**src/rtl/tlc_pkg.sv**
```systemverilog
// Shared traffic-light constants: light codes, timing constants, count width
// and the sensor debounce state encoding.
package tlc_pkg;

  localparam int unsigned CNT_W = 31;

  typedef enum logic [1:0] {
    RED    = 2'b01,
    YELLOW = 2'b10,
    GREEN  = 2'b11
  } light_t;

  // Cycle counts at a 50 MHz system clock.
  localparam logic [CNT_W-1:0] ONE_SEC     = 31'd50_000_000;
  localparam logic [CNT_W-1:0] THREE_SEC   = 31'd150_000_000;
  localparam logic [CNT_W-1:0] FIFTEEN_SEC = 31'd750_000_000;
  localparam logic [CNT_W-1:0] THIRTY_SEC  = 31'd1_500_000_000;

  typedef enum logic [1:0] {
    DB_LOW,
    DB_CHK_HIGH,
    DB_HIGH,
    DB_CHK_LOW
  } db_state_t;

endpackage

```
**src/rtl/tlc_debounce.sv**
```systemverilog
// Two-flop synchroniser plus four-state debounce FSM for the farm-road sensor.
module tlc_debounce
  import tlc_pkg::*;
#(
  parameter int unsigned DEBOUNCE_CYCLES = 50000
) (
  input  logic Clk,
  input  logic Rst_n,
  input  logic raw,
  output logic db
);

  // The stable state is entered on the edge where the count would reach
  // DEBOUNCE_CYCLES-1, so the new level must be seen for DEBOUNCE_CYCLES samples.
  localparam logic [15:0] LAST = 16'(DEBOUNCE_CYCLES - 2);

  logic        sync_q1;
  logic        sync;
  db_state_t   state;
  logic [15:0] cnt;

  always_ff @(posedge Clk or negedge Rst_n) begin
    if (!Rst_n) begin
      sync_q1 <= 1'b0;
      sync    <= 1'b0;
      state   <= DB_LOW;
      cnt     <= '0;
      db      <= 1'b0;
    end else begin
      sync_q1 <= raw;
      sync    <= sync_q1;
      case (state)
        DB_LOW: begin
          if (sync) begin
            state <= DB_CHK_HIGH;
            cnt   <= '0;
          end
        end
        DB_CHK_HIGH: begin
          if (!sync) begin
            state <= DB_LOW;
            cnt   <= '0;
          end else if (cnt == LAST) begin
            state <= DB_HIGH;
            cnt   <= '0;
            db    <= 1'b1;
          end else begin
            cnt <= cnt + 16'd1;
          end
        end
        DB_HIGH: begin
          if (!sync) begin
            state <= DB_CHK_LOW;
            cnt   <= '0;
          end
        end
        DB_CHK_LOW: begin
          if (sync) begin
            state <= DB_HIGH;
            cnt   <= '0;
          end else if (cnt == LAST) begin
            state <= DB_LOW;
            cnt   <= '0;
            db    <= 1'b0;
          end else begin
            cnt <= cnt + 16'd1;
          end
        end
        default: begin
          state <= DB_LOW;
          cnt   <= '0;
          db    <= 1'b0;
        end
      endcase
    end
  end

endmodule

```
**src/rtl/tlc_sensor_timer.sv**
```systemverilog
// Saturating phase timer and conditioned farm-road vehicle request.
// Define TLC_REQ_LATCH_EN to latch requests until the farm light turns green.
module tlc_sensor_timer
  import tlc_pkg::*;
#(
  parameter int unsigned DEBOUNCE_CYCLES = 50000,
  parameter int unsigned CNT_W           = tlc_pkg::CNT_W
) (
  input  logic             Clk,
  input  logic             Rst_n,
  input  logic             farmSensorRaw,
  input  logic             RstCount,
  input  logic [1:0]       farmSignal,
  output logic [CNT_W-1:0] Count,
  output logic             farmSensor
);

  logic db;

  tlc_debounce #(
    .DEBOUNCE_CYCLES(DEBOUNCE_CYCLES)
  ) u_db (
    .Clk  (Clk),
    .Rst_n(Rst_n),
    .raw  (farmSensorRaw),
    .db   (db)
  );

  always_ff @(posedge Clk or negedge Rst_n) begin
    if (!Rst_n) begin
      Count <= '0;
    end else if (RstCount) begin
      Count <= '0;
    end else if (Count != '1) begin
      Count <= Count + 1'b1;
    end
  end

`ifdef TLC_REQ_LATCH_EN
  logic req_latch;
  logic db_q;
  logic latch_d;

  // Green clear overrides a simultaneous db rising edge; the output uses the
  // next latch value so a green light drops the request one edge later.
  always_comb begin
    latch_d = req_latch;
    if (db && !db_q) latch_d = 1'b1;
    if (farmSignal == 2'(GREEN)) latch_d = 1'b0;
  end

  always_ff @(posedge Clk or negedge Rst_n) begin
    if (!Rst_n) begin
      req_latch  <= 1'b0;
      db_q       <= 1'b0;
      farmSensor <= 1'b0;
    end else begin
      req_latch  <= latch_d;
      db_q       <= db;
      farmSensor <= latch_d | db;
    end
  end
`else
  logic unused_farm_signal;
  assign unused_farm_signal = ^farmSignal;

  always_ff @(posedge Clk or negedge Rst_n) begin
    if (!Rst_n) begin
      farmSensor <= 1'b0;
    end else begin
      farmSensor <= db;
    end
  end
`endif

endmodule

```
**config.mk**
```make
export PLATFORM = sky130hd
export DESIGN_NAME = tlc_sensor_timer
export DESIGN_NICKNAME = d
export VERILOG_FILES = /design/src/rtl/tlc_pkg.sv /design/src/rtl/tlc_debounce.sv /design/src/rtl/tlc_sensor_timer.sv
export SDC_FILE = /design/constraint.sdc
export NUM_CORES = 1
export LEC_CHECK = 0
export CORE_UTILIZATION = 54
export CTS_CLUSTER_DIAMETER = 30
export CTS_CLUSTER_SIZE = 12
export DETAILED_ROUTE_END_ITERATION = 8
export PLACE_DENSITY = 0.76
export SYNTH_ARGS = -nofsm -noshare
export SYNTH_HDL_FRONTEND = slang
export SYNTH_SLANG_ARGS = --single-unit
```
**constraint.sdc**
```tcl
create_clock -name Clk -period 6.25 [get_ports Clk]
set_input_delay 0.625 -clock Clk [delete_from_list [all_inputs] [get_ports Clk]]
set_output_delay 0.625 -clock Clk [all_outputs]
set_load 0.02 [all_outputs]
```
==> key figures, run 1 <==
Worst setup path
  • R2R cell count: 6
  • Crit path launch type: register
  • Worst path arrival time: 2.60 ns
  • Worst r2r src: Count[0]
  • CP Max Fanout: 8
  • Worst setup EP type: register
  • Setup CP Type: register to register
  • Setup crit start: Count[0]
  • R2R Setup Slk: 3.84 ns
  • Critical path required time: 6.45 ns
  • R2R Path End: Count[26]

Min path
  • Hold-critical path depth: 0
  • Worst Hold End: u_db.sync
  • Min-delay src: u_db.sync_q1
  • Min-delay worst type: register to register

Global route
  • Grt ovf: 0
  • Vias in the first global route: 2,185
  • All-Layer GR Usage: 22.8%
  • First-pass GRT wire length: 9730 um
  • Initial antenna violation count: 0
  • Pin count of the biggest net entering global routing: 54

CTS
  • Post-CTS sizing: 0
  • Worst skew pair latency: 0.30 ns
  • Clock buffer depth: 2
  • Clk slew on worst S/H paths: 0.09 ns
  • CTS Root Cell: clkbuf_8
  • Setup Buffers After CTS: 0
  • Max H-tree Level: 2
  • CTS Buf Count: 5
  • TritonCTS clock tree: built
  • CTS Hold Buffers Added: 0
  • Clk sinks: 53

Logic synthesis
  • Sequential-to-total area share from yosys stat: 46.7%
  • Cells after synthesis: 308
  • Syn Nets: 317
  • Distinct cells, synth: 43
  • Share of Yosys cell area claimed by the top area cell type: 46.7%
  • Synth area leader: dfrtp_1
  • Synth area leaders: dfrtp_1 47%, o21ai_0 4.1%, nor2_1 4.0%, nand4_1 3.7%, nand3_1 3.5%
  • Async set-reset flop share out of synthesis: 100%
  • Top FF cell, synth: dfrtp_1
  • Mapped cell area: 0.00284 mm2
  • Yosys reg bits: 53
  • Yosys Warn Count: 0
  • Post-synth EDFFs: 0
  • Mapped Avg Cell Area: 9.23 um2

Timing
  • Unrepaired setup endpoints after global routing: false
  • Worst Max-Slew Pin Slew: 0.931 ns
  • Max Slew Vio Count: 0
  • Skew final: 0.00710 ns
  • Crit path time final: 2.41 ns
  • Final setup violation count: 0
  • Worst hold slack: 0.360 ns
  • Peak Freq: 416 MHz
  • TNS Setup: 0 ns
  • Final Cycle Share: 38.5%
  • Final hold vios: 0
  • Rel. slew slack: 37.7%

Detailed routing
  • Post-DR wirelength/cell: 14.5 um
  • Routed wl met3: 213 um
  • Residual DRC count: 0
  • ANT nets after route: 0
  • DRT met1 WL: 2770 um
  • Initial DRT Pass Iterations: 4
  • Post-DR vias/cell: 6.00
  • WL final: 5980 um
  • DRT iter0 DRCs: 150
  • Highest Signal Layer: met4
  • Via Count: 2,473
  • WL met2: 2960 um

Placed design
  • Port Buf Inserts: 35
  • Placed insts: 404
  • DP HPWL: 4150 um
  • GPL Wtd Cong: 0.801

Pwr
  • Combinational Power Share: 12.2%
  • Sw Ratio: 27.9%
  • Internal: 457 uW
  • Clock power frac: 29.4%
  • Seq pwr share: 58.4%
  • Peak VDD IR: 0.176 mV
  • Lkg Pwr: 1.31 nW
  • Power Total: 634 uW
  • Net Sw Power: 177 uW
  • Pwr Density: 191 mW/mm2

Finish
  • Final net count: 350
  • Share of layout cells above drive strength 1: 7.02%
  • Final core occ: 65.5%
  • Layout Cells excl Fill: 412
  • Ant diodes: 0
  • P&R area growth vs syn: 16.9%

Die
  • Initial Util: 56.0%
  • Total core area: 0.00507 mm2
  • Rows: 26
  • Chip Width: 74.5 um
  • Die Ht: 74.5 um
  • Ports: 38
  • Die area: 0.00556 mm2

Job
  • MaxCap Viol Count: 0

Outcome
  • Run status: finished, final reports clean
==> state kept, by name, summed over array words and instances (netlist names), named ones only <==
name          count
u_db.sync_q1      1
u_db.db           1
u_db.sync         1
u_db.cnt         16
farmSensor        1
Count            31
u_db.state        1
==> cell usage in the layout (no fill, tap or decap), types with 2 or more instances in the layout <==
cell,Yosys,final
xor2_1,11,11
o211ai_1,2,2
o21ai_0,23,23
nor2_1,30,30
or2_2,2,2
inv_1,9,9
o31ai_1,7,7
a21o_1,5,5
clkinv_2,0,2
nor3b_1,2,2
nand3_1,20,20
buf_4,1,3
xnor2_1,2,2
ha_1,3,3
clkdlybuf4s50_1,0,34
and3_1,6,6
clkbuf_8,0,5
a31oi_1,3,3
nor4_1,3,3
nand2_1,22,22
dfrtp_1,53,53
or4_1,7,7
nor3_1,8,8
nor2b_1,5,5
nand4_1,17,17
or3_1,14,14
and4_1,5,5
a21oi_1,18,18
mux2_2,5,5
==> layout make-up <==
| cell class | count | area (um2) |
|---|---|---|
| Clock buffer | 5 | 68.8 |
| Clock inverter | 3 | 17.5 |
| Fill cell | 438 | 1750 |
| Inverter | 9 | 33.8 |
| Multi-Input combinational cell | 234 | 1420 |
| Sequential cell | 53 | 1330 |
| Tap cell | 70 | 87.6 |
| Timing Repair Buffer | 38 | 368 |
==> routing by layer <==
| layer | GRT usage, % | vias up |
|---|---|---|
| met5 | 0 | - |
| met4 | 5.66 | 0 |
| met3 | 4.47 | 4 |
| met2 | 38.9 | 61 |
| met1 | 29.9 | 1199 |
| li1 | - | 1209 |
==> worst max-delay path by stage <==
| stage | to | slack [ns] | cells past startpoint |
|---|---|---|---|
| finish | Count[26] | 3.84 | 6 |
| detailed placement | u_db.cnt[11] | 3.86 | 5 |
| global route | u_db.cnt[11] | 3.68 | 5 |
| floorplan | Count[28] | 4.14 | 6 |
| global placement | Count[28] | 3.90 | 6 |
| CTS | u_db.cnt[11] | 3.85 | 5 |
==> synth_stat cells (2+ instances only) <==
library cell,n
a21o_1,5
a21oi_1,18
a31oi_1,3
and3_1,6
and4_1,5
buf_2,4
clkbuf_1,6
dfrtp_1,53
ha_1,3
inv_1,9
mux2_2,5
nand2_1,22
nand3_1,20
nand4_1,17
nor2_1,30
nor2b_1,5
nor3_1,8
nor3b_1,2
nor4_1,3
o211ai_1,2
o21ai_0,23
o31ai_1,7
or2_2,2
or3_1,14
or4_1,7
xnor2_1,2
xor2_1,11
==> power by group through the flow <==
stage	logic (mW)	registers, mW	clock network [mW]
after global routing	0.0900	0.372	0.210
after floorplan	0.0588	0.375	0
final	0.0777	0.370	0.186
after CTS	0.0793	0.371	0.196
after global placement	0.0764	0.376	0
after detailed placement	0.0793	0.377	0
==> worst max-delay path, stage by stage, from the launching register on <==
cell	delay (ns)
dfrtp_1	0.45
ha_1	0.23
and3_1	0.25
nand4_1	0.35
nor3_1	0.56
nand4_1	0.18
mux2_2	0.29
==> per-stage QoR <==
stage                     instance area, um2  setup WS, ns
after global routing                    3320          3.68
final                                   3320          3.84
after global placement                  3240          3.90
after floorplan                         2840          4.14
after detailed placement                3240          3.86
after CTS                               3320          3.85
==> logic make-up after synthesis <==
| kind of cell | synth area share (%) |
|---|---|
| XOR/XNOR | 4.01 |
| adder cells (fa/ha/maj) | 1.32 |
| AND/OR/NAND/NOR | 28.3 |
| flip-flops | 46.7 |
| AO/OA/AOI/OAI | 14.0 |
| multiplexers | 2.33 |
| buffers and inverters | 3.35 |
Note: power is estimated with default switching activity, not from simulation.
==> run 2: changes to the inputs <==
--- a/config.mk
+++ b/config.mk
@@ -5,11 +5,11 @@
 export SDC_FILE = /design/constraint.sdc
 export NUM_CORES = 1
 export LEC_CHECK = 0
-export CORE_UTILIZATION = 54
+export CORE_UTILIZATION = 50
 export CTS_CLUSTER_DIAMETER = 30
 export CTS_CLUSTER_SIZE = 12
 export DETAILED_ROUTE_END_ITERATION = 8
-export PLACE_DENSITY = 0.76
+export PLACE_DENSITY = 0.73
 export SYNTH_ARGS = -nofsm -noshare
 export SYNTH_HDL_FRONTEND = slang
 export SYNTH_SLANG_ARGS = --single-unit
==> constraint.sdc (replaced) <==
create_clock -name Clk -period 2.05 [get_ports Clk]
set_input_delay 0.205 -clock Clk [delete_from_list [all_inputs] [get_ports Clk]]
set_output_delay 0.205 -clock Clk [all_outputs]
set_load 0.02 [all_outputs]
==> run 2 against run 1 <==
Net effect:
- the run now ends with design-rule violations, negative setup slack left
- routed wire length is 12% higher
- register-to-register slack worse by 3.9 ns
- critical path type unchanged
- critical path depth stayed put
- first-iteration DRC count is 11% lower
- sequential cell count stayed put
- clock skew is 0.0024 ns higher
==> key figures, run 2 (synthesis results as in run 1) <==
Finish
  • Final Instance Area: 0.00371 mm2 (+12%)
  • Most frequent cells in the layout: 52 x dfrtp_1, 36 x buf_4, 34 x clkdlybuf4s50_1
  • Final net count: 388 (+11%)
  • Top Registers: Count: 31 flops, u_db.cnt: 16 flops
  • Share of layout cells above drive strength 1: 18.9% (+12 points)
  • P&R area growth vs syn: 30.4%
  • Ant diodes: 0 (unchanged)
  • Layout Cells excl Fill: 452 (+9.7%)
  • Max reg flops: 31 (unchanged)
  • Biggest register: Count
  • Commonest non-fill, non-tap cell in the layout: dfrtp_1

CTS
  • Clock buffer depth: 2 (unchanged)
  • CTS Buf Count: 5 (unchanged)
  • CTS Root Cell: clkbuf_8
  • Max H-tree Level: 2 (unchanged)
  • Worst skew pair latency: 0.31 ns (about the same)
  • TritonCTS clock tree: built
  • Clk sinks: 53 (unchanged)
  • Clk slew on worst S/H paths: 0.10 ns (about the same)

Pwr
  • Lkg Pwr: 1.50 nW (+15%)
  • Peak VDD IR: 0.532 mV (+200%)
  • Power Total: 2.09 mW (+230%)
  • Pwr Density: 563 mW/mm2 (+190%)

Timing
  • TNS Setup: -0.00703 ns (-0.00703 ns)
  • Final setup violation count: 1 (+1)
  • Crit path time final: 2.06 ns (-0.348 ns)
  • Final Cycle Share: 100% (+62 points)
  • Peak Freq: 486 MHz (+17%)
  • Unrepaired setup endpoints after global routing: true
  • Final hold vios: 0 (unchanged)
  • Final worst slack: -0.00703 ns (-3.85 ns)
  • Skew final: 0.00955 ns (+0.00245 ns)
  • Rel. slew slack: 34.1% (-3.6 points)
  • Worst Max-Slew Pin Slew: 0.985 ns (+0.0545 ns)
  • Max Slew Vio Count: 0 (unchanged)

Placed design
  • Placed insts: 438 (+8.4%)
  • Placed cell area: 0.00351 mm2 (+8.4%)
  • GPL Wtd Cong: 0.803 (+0.30%)
  • Port Buf Inserts: 35 (unchanged)
  • DP HPWL: 4810 um (+16%)

Global route
  • Pin count of the biggest net entering global routing: 36 (-33%)
  • First-pass GRT wire length: 11,100 um (+14%)
  • Grt ovf: 0 (unchanged)
  • Vias in the first global route: 2,454 (+12%)
  • All-Layer GR Usage: 23.4% (+0.56 points)
  • Initial antenna violation count: 0 (unchanged)

Worst setup path
  • Worst setup EP type: register
  • Crit path launch type: register
  • CP Max Fanout: 4 (-4)
  • CP max-delay cell: or4_4
  • Critical path required time: 2.25 ns (-4.20 ns)
  • CP most frequent cell: buf_4
  • Crit-path cells: or4_4 > nor4_4 > buf_4 > buf_4 > nand2_1 > mux2_2
  • Setup CP Type: register to register
  • Worst path arrival time: 2.26 ns (-0.34 ns)
  • Max stage delay on crit path: 0.54 ns (-0.02 ns)

Die
  • Total core area: 0.00551 mm2 (+8.5%)
  • Rows: 27 (+3.8%)
  • Initial Util: 51.6% (-4.4 points)
  • Chip Width: 77.4 um (+3.8%)
  • Die Ht: 77.4 um (+3.8%)
  • Die area: 0.00599 mm2 (+7.8%)
  • Ports: 38 (unchanged)

Detailed routing
  • ANT nets after route: 0 (unchanged)
  • Via Count: 2,653 (+7.3%)
  • Residual DRC count: 2 (+2)
  • WL final: 6730 um (+12%)
  • Post-DR vias/cell: 5.87 (-2.2%)
  • Post-DR wirelength/cell: 14.9 um (+2.5%)
  • DRT iter0 DRCs: 133 (-11%)
  • Initial DRT Pass Iterations: 6 (+2)

Min path
  • Min-delay worst type: input pin to register

Job
  • MaxCap Viol Count: 0 (unchanged)

Outcome
  • Run status: finished with violations
  • Failing checks: design-rule violations, negative setup slack
## run 2: per-layer routing
metal / global-route usage [%] / vias to the layer above / part of all wire, %
met3: 4.59 / 10 / 4.2
met1: 31.0 / 1291 / 46
li1: - / 1284 / -
met5: 0 / - / 0
met2: 38.1 / 68 / 48
met4: 8.30 / 0 / 1.4
## run 2: final cells by class
class,instances,area [um2]
Clock buffer,5,68.8
Clock inverter,3,25.0
Timing Repair Buffer,76,688
Sequential cell,53,1330
Fill cell,435,1800
Multi-Input combinational cell,234,1470
Inverter,9,33.8
Tap cell,72,90.1
## run 2: where the power goes
group | switching, mW | internal, mW | total [mW]
combinational | 0.201 | 0.151 | 0.352
sequential | 0.0394 | 1.08 | 1.12
clock | 0.369 | 0.247 | 0.616
total | 0.609 | 1.48 | 2.09
## run 2: critical path, delay by kind of cell, from the launching register on
family / cells / cell delay (ns)
multiplexers: 1 / 0.27
buffers and inverters: 2 / 0.28
flip-flops: 1 / 0.39
AND/OR/NAND/NOR: 3 / 1.01
## run 2: what timing repair did
action / in CTS / in global routing
hold buffers: 1 / 0
setup buffers: 0 / 4
resized for setup: 0 / 16
endpoints found under the hold margin: 23 / 0
setup endpoints to repair: 0 / 24
## run 2: final timing paths
kind / startpoint / to / slack [ns] / cells after the start
setup reg to reg: u_db.cnt[4] / register / -0.007 / 6
max in group asynchronous: Rst_n / u_db.cnt[4] / 1.09 / 3
hold reg to reg: u_db.sync_q1 / u_db.sync / 0.37 / 0
min in group asynchronous: Rst_n / Count[14] / 0.40 / 2
setup / recovery: u_db.cnt[4] / register / -0.007 / 6
hold / removal: farmSensorRaw / u_db.sync_q1 / 0.33 / 1
## run 2: per-stage QoR
stage                     hold slack, ns  setup WS, ns  utilization [%]
after floorplan                  -0.0906        0.0290                -
after global placement             0.223        0.0453             63.7
after detailed placement           0.237       0.00880             63.7
after CTS                          0.324       0.00297             65.6
after global routing               0.317       -0.0413             67.3
final                              0.332      -0.00703             67.3
